$ cat src/rtl/instr_fetch_pkg.sv
// Shared types for the instruction-fetch stage: FSM encoding, FIFO entry layout
// and the bubble value that decode sees when nothing is buffered.
package instr_fetch_pkg;

    typedef enum logic [1:0] {
        ST_IDLE   = 2'd0,
        ST_REQ    = 2'd1,
        ST_RESP   = 2'd2,
        ST_SQUASH = 2'd3
    } fetch_state_t;

    typedef struct packed {
        logic [31:0] instr;
        logic [31:0] pc4;
    } fetch_entry_t;

    localparam logic [31:0] NOP_INSTR = 32'h0;

    function automatic logic [31:0] word_align(input logic [31:0] addr);
        return {addr[31:2], 2'b00};
    endfunction

endpackage

$ cat src/rtl/instr_fetch_if.sv
// Instruction-cache read port: one request/grant handshake plus a returning data beat.
interface instr_fetch_if;
    logic        iCacheReq;
    logic [31:0] iCacheAddr;
    logic        iCacheGnt;
    logic        iCacheValid;
    logic [31:0] iCacheReadData;

    modport master (
        output iCacheReq,
        output iCacheAddr,
        input  iCacheGnt,
        input  iCacheValid,
        input  iCacheReadData
    );

    modport slave (
        input  iCacheReq,
        input  iCacheAddr,
        output iCacheGnt,
        output iCacheValid,
        output iCacheReadData
    );
endinterface

$ cat src/rtl/instr_fetch_fifo.sv
// Small power-of-two FIFO holding fetched words; flush wins over a same-cycle push
// so a redirect can never let a stale word slip in.
module fetch_fifo
    import instr_fetch_pkg::*;
#(
    parameter int DEPTH = 2,
    localparam int PTR_W = $clog2(DEPTH),
    localparam int CNT_W = PTR_W + 1
) (
    input  logic             clk,
    input  logic             rst_n,
    input  logic             i_push,
    input  fetch_entry_t     i_entry,
    input  logic             i_pop,
    input  logic             i_flush,
    output fetch_entry_t     o_head,
    output logic [CNT_W-1:0] o_count,
    output logic             o_empty,
    output logic             o_full
);

    fetch_entry_t     r_mem [DEPTH];
    logic [PTR_W-1:0] r_rd_ptr;
    logic [PTR_W-1:0] r_wr_ptr;
    logic [CNT_W-1:0] r_count;
    logic             w_do_push;
    logic             w_do_pop;

    assign o_empty   = (r_count == '0);
    assign o_full    = (r_count == CNT_W'(DEPTH));
    assign o_count   = r_count;
    assign o_head    = r_mem[r_rd_ptr];
    assign w_do_pop  = i_pop && !o_empty && !i_flush;
    assign w_do_push = i_push && !i_flush && (!o_full || w_do_pop);

    always_ff @(posedge clk) begin
        if (w_do_push) begin
            r_mem[r_wr_ptr] <= i_entry;
        end
    end

    always_ff @(posedge clk or negedge rst_n) begin
        if (!rst_n) begin
            r_rd_ptr <= '0;
            r_wr_ptr <= '0;
            r_count  <= '0;
        end else if (i_flush) begin
            r_rd_ptr <= '0;
            r_wr_ptr <= '0;
            r_count  <= '0;
        end else begin
            if (w_do_push) r_wr_ptr <= r_wr_ptr + PTR_W'(1);
            if (w_do_pop)  r_rd_ptr <= r_rd_ptr + PTR_W'(1);
            case ({w_do_push, w_do_pop})
                2'b10:   r_count <= r_count + CNT_W'(1);
                2'b01:   r_count <= r_count - CNT_W'(1);
                default: r_count <= r_count;
            endcase
        end
    end

endmodule

$ cat src/rtl/instr_fetch.sv
// Fetch stage: owns fetchPC, keeps one I-cache read in flight and buffers returned
// words for decode, honouring decode's freeze and jump redirect.
//
// state     | meaning
// ST_IDLE   | no read in flight; issue once the FIFO has room
// ST_REQ    | request asserted, waiting for grant
// ST_RESP   | granted, waiting for the data beat to push
// ST_SQUASH | granted read became stale after a redirect; drop its data
module instr_fetch
    import instr_fetch_pkg::*;
#(
    parameter logic [31:0] RESET_PC   = 32'h0000_0000,
    parameter int          FIFO_DEPTH = 2
) (
    input  logic                 clk,
    input  logic                 rst,
    instr_fetch_if.master        icache,
    input  logic                 freezeIF,
    input  logic                 jFlag,
    input  logic [31:0]          jTarget,
    output logic [31:0]          instr,
    output logic [31:0]          PC_out,
    output logic                 done_out
);

    localparam int CNT_W = $clog2(FIFO_DEPTH) + 1;

    fetch_state_t     r_state;
    fetch_state_t     w_next;
    logic [31:0]      r_fetch_pc;
    fetch_entry_t     w_head;
    fetch_entry_t     w_entry;
    logic [CNT_W-1:0] w_count;
    logic             w_empty;
    logic             w_full;
    logic             w_pop;
    logic             w_redirect;
    logic             w_push;

    assign w_pop      = !w_empty && !freezeIF;
    assign w_redirect = w_pop && jFlag;
    assign w_push     = (r_state == ST_RESP) && icache.iCacheValid && !w_redirect
                        && (!w_full || w_pop);
    assign w_entry    = '{instr: icache.iCacheReadData, pc4: r_fetch_pc + 32'd4};

    fetch_fifo #(.DEPTH(FIFO_DEPTH)) u_fifo (
        .clk     (clk),
        .rst_n   (rst),
        .i_push  (w_push),
        .i_entry (w_entry),
        .i_pop   (w_pop),
        .i_flush (w_redirect),
        .o_head  (w_head),
        .o_count (w_count),
        .o_empty (w_empty),
        .o_full  (w_full)
    );

    always_ff @(posedge clk or negedge rst) begin
        if (!rst) begin
            r_state <= ST_IDLE;
        end else begin
            r_state <= w_next;
        end
    end

    always_ff @(posedge clk or negedge rst) begin
        if (!rst) begin
            r_fetch_pc <= RESET_PC;
        end else if (w_redirect) begin
            r_fetch_pc <= word_align(jTarget);
        end else if (w_push) begin
            r_fetch_pc <= r_fetch_pc + 32'd4;
        end
    end

    always_comb begin
        w_next = r_state;
        case (r_state)
            ST_IDLE: begin
                if (!w_redirect && (w_count < CNT_W'(FIFO_DEPTH))) w_next = ST_REQ;
            end
            ST_REQ: begin
                // A grant landing with a redirect already issued the old address;
                // its data must be thrown away.
                if (icache.iCacheGnt) w_next = w_redirect ? ST_SQUASH : ST_RESP;
            end
            ST_RESP: begin
                if (icache.iCacheValid)  w_next = w_redirect ? ST_REQ : ST_IDLE;
                else if (w_redirect)     w_next = ST_SQUASH;
            end
            ST_SQUASH: begin
                if (icache.iCacheValid) w_next = ST_REQ;
            end
            default: w_next = ST_IDLE;
        endcase
    end

    always_comb begin
        icache.iCacheReq  = (r_state == ST_REQ);
        icache.iCacheAddr = word_align(r_fetch_pc);
        done_out          = !w_empty;
        instr             = w_empty ? NOP_INSTR : w_head.instr;
        PC_out            = w_empty ? 32'h0 : w_head.pc4;
    end

endmodule
$ cat src/flat_wrapper.sv
// flat-port wrapper written by rule: the top's interface ports become plain ports
module instr_fetch_flat import instr_fetch_pkg::*;
#(
    parameter logic [31:0] RESET_PC   = 32'h0000_0000,
    parameter int          FIFO_DEPTH = 2
)
  (clk, rst, freezeIF, jFlag, jTarget, instr, PC_out, done_out, icache_iCacheReq, icache_iCacheAddr, icache_iCacheGnt, icache_iCacheValid, icache_iCacheReadData);
  instr_fetch_if icache_i ();
  input  logic clk;
  input  logic rst;
  input  logic freezeIF;
  input  logic jFlag;
  input  logic [31:0] jTarget;
  output logic [31:0] instr;
  output logic [31:0] PC_out;
  output logic done_out;
  output wire logic [$bits(icache_i.iCacheReq)-1:0] icache_iCacheReq;
  output wire logic [$bits(icache_i.iCacheAddr)-1:0] icache_iCacheAddr;
  input wire logic [$bits(icache_i.iCacheGnt)-1:0] icache_iCacheGnt;
  input wire logic [$bits(icache_i.iCacheValid)-1:0] icache_iCacheValid;
  input wire logic [$bits(icache_i.iCacheReadData)-1:0] icache_iCacheReadData;
  assign icache_iCacheReq = icache_i.iCacheReq;
  assign icache_iCacheAddr = icache_i.iCacheAddr;
  assign icache_i.iCacheGnt = icache_iCacheGnt;
  assign icache_i.iCacheValid = icache_iCacheValid;
  assign icache_i.iCacheReadData = icache_iCacheReadData;
  instr_fetch #(.RESET_PC(RESET_PC), .FIFO_DEPTH(FIFO_DEPTH)) u_core (.clk(clk), .rst(rst), .icache(icache_i), .freezeIF(freezeIF), .jFlag(jFlag), .jTarget(jTarget), .instr(instr), .PC_out(PC_out), .done_out(done_out));
endmodule
$ cat config.mk
export PLATFORM = sky130hd
export DESIGN_NAME = instr_fetch_flat
export DESIGN_NICKNAME = d
export VERILOG_FILES = /design/src/rtl/instr_fetch_pkg.sv /design/src/rtl/instr_fetch_if.sv /design/src/rtl/instr_fetch_fifo.sv /design/src/rtl/instr_fetch.sv /design/src/flat_wrapper.sv
export SDC_FILE = /design/constraint.sdc
export NUM_CORES = 1
export LEC_CHECK = 0
export BUFFER_PORTS_ARGS = -buffer_cell sky130_fd_sc_hd__buf_2
export CAP_MARGIN = 20
export CORE_MARGIN = 5
export CORE_UTILIZATION = 47
export CTS_CLUSTER_DIAMETER = 80
export DETAILED_ROUTE_END_ITERATION = 16
export PLACE_DENSITY_LB_ADDON = 0.25
export SLEW_MARGIN = 5
export SYNTH_ARGS = -nofsm -noshare
export SYNTH_HDL_FRONTEND = slang
export SYNTH_HIERARCHICAL = 1
export SYNTH_SLANG_ARGS = --single-unit
$ cat constraint.sdc
create_clock -name clk -period 8.25 [get_ports clk]
set_input_delay 0.4125 -clock clk [delete_from_list [all_inputs] [get_ports clk]]
set_output_delay 0.4125 -clock clk [all_outputs]
set_load 0.005 [all_outputs]
After elaboration in Yosys (flattened, before gate mapping)
Memories as Yosys holds them, arrays and structs flattened.
Index checks and enable logic that the tools add are counted.
{"block": "word_totals", "ram_bits": 128, "output_inout_bits": 98, "mem_count": 1, "input_bits": 70, "regBits": 38, "wordCells": 65}
{"name": "u_core.u_fifo.r_mem", "depth": 2, "word_bits": 64, "rd": 1, "rd_clocked_by_memory_dff": 0, "write_ports": 1, "line_no": "instr_fetch_fifo.sv:22", "rtl": "fetch_entry_t r_mem [DEPTH];"}
{"block": "classes", "add_sub_neg": 5, "n_reduce_logical": 23, "n_lt_le_gt_ge": 1, "n_eq_ne": 10, "muxes": 20}
{"operator": "two-way mux 32 bit", "n": 4}
{"operator": "adder 32 x 3 -> 32 bit, second input constant", "n": 1}
{"operator": "two-way mux 2 bit", "n": 6}
{"operator": "logical AND 1 bit", "n": 10}
{"operator": "== test 2 bit, second input constant", "n": 4}
{"operator": "two-way mux 1 bit", "n": 8}
{"operator": "one-hot mux 2 bit (4 select lines)", "n": 1}
{"operator": "nonzero test 2 bit", "n": 3}
{"operator": "== test 2 x 1 -> 1 bit, second input constant", "n": 2}
{"operator": "zero test 1 bit", "n": 4}
{"operator": "zero test 2 bit", "n": 2}
{"operator": "!= test 2 x 1 -> 1 bit, second input constant", "n": 2}
{"operator": "one-hot mux 2 bit (2 select lines)", "n": 1}
{"operator": "AND reduction 4 bit", "n": 1}
{"operator": "!= test 3 x 2 -> 1 bit, second input constant", "n": 1}
{"operator": "nonzero test 3 bit", "n": 1}
{"operator": "adder 1 bit, second input constant", "n": 2}
{"operator": "adder 2 x 1 -> 2 bit, second input constant", "n": 1}
{"operator": "logical OR 1 bit", "n": 2}
{"operator": "< comparator 2 bit, second input constant", "n": 1}
{"operator": "!= test 2 bit, second input constant", "n": 1}
{"operator": "subtractor 2 x 1 -> 2 bit, second input constant", "n": 1}

Longest topological paths before layout
{"block": "depth", "depth_word": 12, "ltp_mapped": 8, "mapped_depth_nobuf": 7}

By module
Netlist, hierarchy kept.
{"mod": "fetch_fifo", "area_each_um2": 4853.4, "seq_area_each_um2": 3943.8, "cells_each": 224, "instances": 1}
{"mod": "instr_fetch", "area_each_um2": 2816.5, "seq_area_each_um2": 800.8, "cells_each": 363, "instances": 1}

Worst setup path before layout
OpenSTA, ideal clock, no wires.
{"block": "synth_timing", "kind": "reg-to-reg", "from": "reg u_core.u_fifo.r_count[0], in the netlist u_core/u_fifo/o_count[0]", "to": "mem u_core/u_fifo/r_mem[1][0] in the netlist's numbering, enable pin", "stages_incl_launch_ff": 9, "required_ns": 7.672, "slack_ns": 1.129, "arrival_ns": 6.543, "path_buffers": 1, "period_less_slack_ns": 7.121, "cell_sequence": "dfrtp_1 nor2_1 or3b_1 nand4_1 inv_1 clkbuf_1 inv_1 a21o_1 nor3b_1"}
{"block": "synth_via", "elab_chain_cells": 11, "word_cells_on_any_way": 17, "classes_between": "eq/ne (1); mux (2); reduce/logical (14)"}
{"item": "from (decl)", "line_no": "instr_fetch_fifo.sv:25", "rtl": "logic [CNT_W-1:0] r_count;"}
{"item": "from (signal assigned)", "line_no": "instr_fetch_fifo.sv:55", "rtl": "2'b10: r_count <= r_count + CNT_W'(1);"}
{"item": "from (signal assigned)", "line_no": "instr_fetch_fifo.sv:56", "rtl": "2'b01: r_count <= r_count - CNT_W'(1);"}
{"item": "from (signal assigned)", "line_no": "instr_fetch_fifo.sv:57", "rtl": "default: r_count <= r_count;"}
{"item": "zero test 2 bit (*)", "line_no": "instr_fetch_fifo.sv:29", "rtl": "assign o_empty = (r_count == '0);"}
{"item": "via u_core.w_empty", "line_no": "instr_fetch.sv:34", "rtl": "logic w_empty;"}
{"item": "zero test 1 bit (*)", "line_no": "instr_fetch.sv:40", "rtl": "assign w_pop = !w_empty && !freezeIF;"}
{"item": "logical AND 1 bit (*)", "line_no": "instr_fetch.sv:40"}
{"item": "logical AND 1 bit", "line_no": "instr_fetch.sv:41", "rtl": "assign w_redirect = w_pop && jFlag;"}
{"item": "zero test 1 bit", "line_no": "instr_fetch.sv:42", "rtl": "assign w_push = (r_state == ST_RESP) && icache.iCacheValid && !w_redirect"}
{"item": "logical AND 1 bit", "line_no": "instr_fetch.sv:42"}
{"item": "logical AND 1 bit (*)", "line_no": "instr_fetch.sv:43", "rtl": "&& (!w_full || w_pop);"}
{"item": "via u_core.w_push", "line_no": "instr_fetch.sv:38", "rtl": "logic w_push;"}
{"item": "logical AND 1 bit (*) (2 in a row)", "line_no": "instr_fetch_fifo.sv:34", "rtl": "assign w_do_push = i_push && !i_flush && (!o_full || w_do_pop);"}
{"item": "two-way mux 1 bit (*)", "line_no": "instr_fetch_fifo.sv:37", "rtl": "if (w_do_push) begin"}
{"item": "two-way mux 1 bit (implied by the code) (*)", "line_no": "instr_fetch_fifo.sv:38", "rtl": "r_mem[r_wr_ptr] <= i_entry;"}
{"item": "to (decl)", "line_no": "instr_fetch_fifo.sv:22"}
Mark *: on every way through the listed nets, which the timed path passes. The rest lies on a longest branch.

Worst setup path after layout
{"block": "layout_timing", "from": "reg u_core.u_fifo.r_count[0], in the netlist u_core/u_fifo/o_count[0]", "to": "mem u_core/u_fifo/r_mem[1][36] in the netlist's numbering, enable pin"}
{"block": "layout_via", "elab_chain_cells": 11, "word_cells_on_any_way": 17, "classes_between": "eq/ne (1); mux (2); reduce/logical (14)"}
{"item": "zero test 2 bit (*)", "line_no": "instr_fetch_fifo.sv:29"}
{"item": "via u_core.w_empty", "line_no": "instr_fetch.sv:34"}
{"item": "zero test 1 bit (*)", "line_no": "instr_fetch_fifo.sv:33, instr_fetch.sv:40"}
{"item": "logical AND 1 bit", "line_no": "instr_fetch.sv:40"}
{"item": "logical AND 1 bit", "line_no": "instr_fetch.sv:41"}
{"item": "zero test 1 bit", "line_no": "instr_fetch_fifo.sv:33, instr_fetch_fifo.sv:34, instr_fetch.sv:42"}
{"item": "logical AND 1 bit", "line_no": "instr_fetch.sv:42"}
{"item": "logical AND 1 bit", "line_no": "instr_fetch.sv:43"}
{"item": "logical AND 1 bit", "line_no": "instr_fetch_fifo.sv:34"}
{"item": "logical AND 1 bit (*)", "line_no": "instr_fetch_fifo.sv:34"}
{"item": "two-way mux 1 bit (*)", "line_no": "instr_fetch_fifo.sv:37"}
{"item": "two-way mux 1 bit (implied by the code) (*)", "line_no": "instr_fetch_fifo.sv:38"}
Marked as above.

==> metrics.cfg <==
[setup_path]
worstSetupPathType = flop to flop
cp_max_fo = 56
arrival_ns = 5.07
cp-end-kind = flop
startpoint = u_core/u_fifo/o_count[0]$_DFFE_PN0P_
cp.required_ns = 8.30
critical_path.startpoint_type = flop
crit-reg2reg-launch = u_core/u_fifo/o_count[0]$_DFFE_PN0P_

[grt]
grt_max_degree = 57
grt_pass1_wl_um = 28150
gr-usage-met2 = 0.3251
grt_overflow = 0
grt_pass1_vias = 5372
globalRoute.busiestLayer = met2
antenna_found_initial = 1
grt_usage = 0.1952
grt.met1_usage = 0.2442
met3_usage = 0.05515

[yosys]
synth.ff_latch_count = 164
ys_warn_count = 6
synth_enable_flop_cells = 128
synth_area_um2 = 7670
synth-seq-area-share = 0.6186
netlist_instances = 587
synthFlopType = edfxtp_1
synthDistinctLibCells = 56
avgSynthCellArea_um2 = 13.07
async_reset_ff_frac = 0.2195

[route]
via_per_inst = 5.400
remaining_drc_errors = 0
num_vias = 5254
drt-initial-drc-count = 359
post_drt_wl_per_cell_um = 18.70
routed_wirelength_um = 18190
final_antenna_net_count = 0
first_pass_iters = 5

[finish]
final_nets = 819
multi_input_area_um2 = 2739
diodes = 0
regArea_um2 = 4746
final_cell_mix = buf_2 (163), edfxtp_1 (128), nor2b_1 (66)
nFillCells = 1355
instances_no_fill = 973
final_common_cell = buf_2
syn2layout_area_growth_pct = 20.80
post_route_cells_drive_above_1_share = 0.3355

[sta]
hold_violations = 0
clock-skew-final_ns = 0.007873
relSlewSlack = 0.3675
fmax_mhz = 199.1
min_period_over_period = 0.6089
worst_pin_slew_ns = 0.9466
finalCriticalPeriod_ns = 5.024
rsz0062_at_grt = no
setup_tns_ns = 0
finalSetupViolations = 0
maxSlewViolCount = 0

[floorplan]
core-area_um2 = 15940
start_util = 0.4811
dieHeight_um = 137.7
die_w_um = 137.7
die-area_um2 = 18970
row_count = 46
ioPinCount = 168

[cts]
clk_transition_reported_paths_ns = 0.06
cts_tree = yes
htreeDepth = 4
clockRootBuffer = clkbuf_16
ctsHoldBuffers = 0
ctsResizeCount = 0
cts_buffer_depth = 2
post-cts-setup-buffer-count = 0
clock-sinks = 164
clk_latency_ns = 0.42
numCtsBuffers = 17

[placed_design]
post-dp-hpwl_um = 12010
port-buffer-count = 163
place_inst = 941
place_congestion = 0.8733

[power_and_ir_drop]
p_leak_nw = 3.719
irDropWorstVdd_mv = 0.1681
power_density_nw_per_um2 = 315.7

[run]
cap_violations = 0

[status]
status = completed

[worst_hold_path]
hold_class = primary input to async pin

metrics by stage:
stage	setup slack [ns]	area, um^2	util	power, mW	hold slack, ns
final	3.226	9265	0.5811	2.925	0.1068
after global routing	2.902	9265	0.5811	3.098	0.1514
after CTS	3.156	9265	0.5811	2.951	0.1301
after detailed placement	3.172	8661	0.5432	2.136	0.5610
after global placement	3.336	8661	0.5432	2.093	0.5150
after floorplan	1.129	7689	-	1.781	0.1169
synthesized netlist by cell type, drive strengths merged, types with 5 or more instances:
cell	n	area, um^2
nor2b	68	430.4
a21o	5	37.54
ha	5	62.56
nand3	20	105.1
a31oi	6	37.54
xnor2	17	148.9
buf	16	100.1
clkbuf	20	77.57
nor3	5	25.02
edfxtp	128	3844
mux2	65	735.7
o311ai	5	43.79
and4	7	62.56
nor2	24	92.59
inv	12	45.04
and3	7	45.05
o21ai	26	130.1
a21oi	13	65.06
dfrtp	36	900.9
xor2	15	131.4
nand4	10	62.56
nand2	34	135.1
cell families after synthesis:
family                   after synthesis  share of synthesized area
buffers and inverters                 48                    0.02904
multiplexers                          66                    0.09723
adder cells (fa/ha/maj)                5                   0.008157
AO/OA/AOI/OAI                         77                    0.06574
other                                  1                  0.0004889
XOR/XNOR                              32                    0.03654
AND/OR/NAND/NOR                      194                     0.1442
flip-flops                           164                     0.6186
worst max-delay path, stage by stage, from the launching register on:
cell and delay, ns:
dfrtp_1 0.46, nor2_4 0.77, or3b_1 0.49, nand4_1 0.14, buf_4 0.29, inv_1 0.54
inv_1 0.20, a21o_1 0.26, nor3b_2 0.68, buf_4 0.73
layer usage:
metal / part of all wire / vias to the layer above
met5: 0.00038 / -
met4: 0.019 / 2
met3: 0.069 / 28
met2: 0.49 / 166
met1: 0.43 / 2594
li1: - / 2464
power breakdown:
part           total (mW)  internal [mW]  switching, mW
combinational       0.884          0.409          0.474
sequential           1.23           1.06          0.165
clock               0.812          0.506          0.306
total                2.93           1.98          0.946
area by class of cell:
class | instances | share of cell area
repair buffers | 169 | 0.09291
flip-flops and latches | 164 | 0.5122
well taps | 216 | 0.02917
inverters | 12 | 0.004862
clock inverters | 10 | 0.01729
clock buffers | 22 | 0.04794
multi-input cells | 380 | 0.2956
worst paths after layout:
kind                                                   endpoint  cells after the start  slack, ns
max                        u_core/u_fifo/r_mem[1][36]$_DFFE_PP_                      9       3.23
min                           u_core/r_fetch_pc[22]$_DFFE_PN0P_                      1       0.11
max reg2reg                u_core/u_fifo/r_mem[1][36]$_DFFE_PP_                      9       3.23
min reg2reg                       u_core/r_state[1]$_DFFE_PN0P_                      2       0.57
max in group asynchronous    u_core/u_fifo/r_rd_ptr$_DFFE_PN0P_                      1       7.53
min in group clk           u_core/u_fifo/r_mem[1][46]$_DFFE_PP_                      1       0.18
flip-flops by register name, indices dropped and copies added (netlist names):
name	count
u_core/u_fifo/r_mem	128
u_core/r_fetch_pc	30
u_core/r_state	2
u_core/u_fifo/o_count	2
u_core/u_fifo/r_rd_ptr	1
u_core/u_fifo/r_wr_ptr	1
Note: power is estimated with default switching activity, not from simulation.
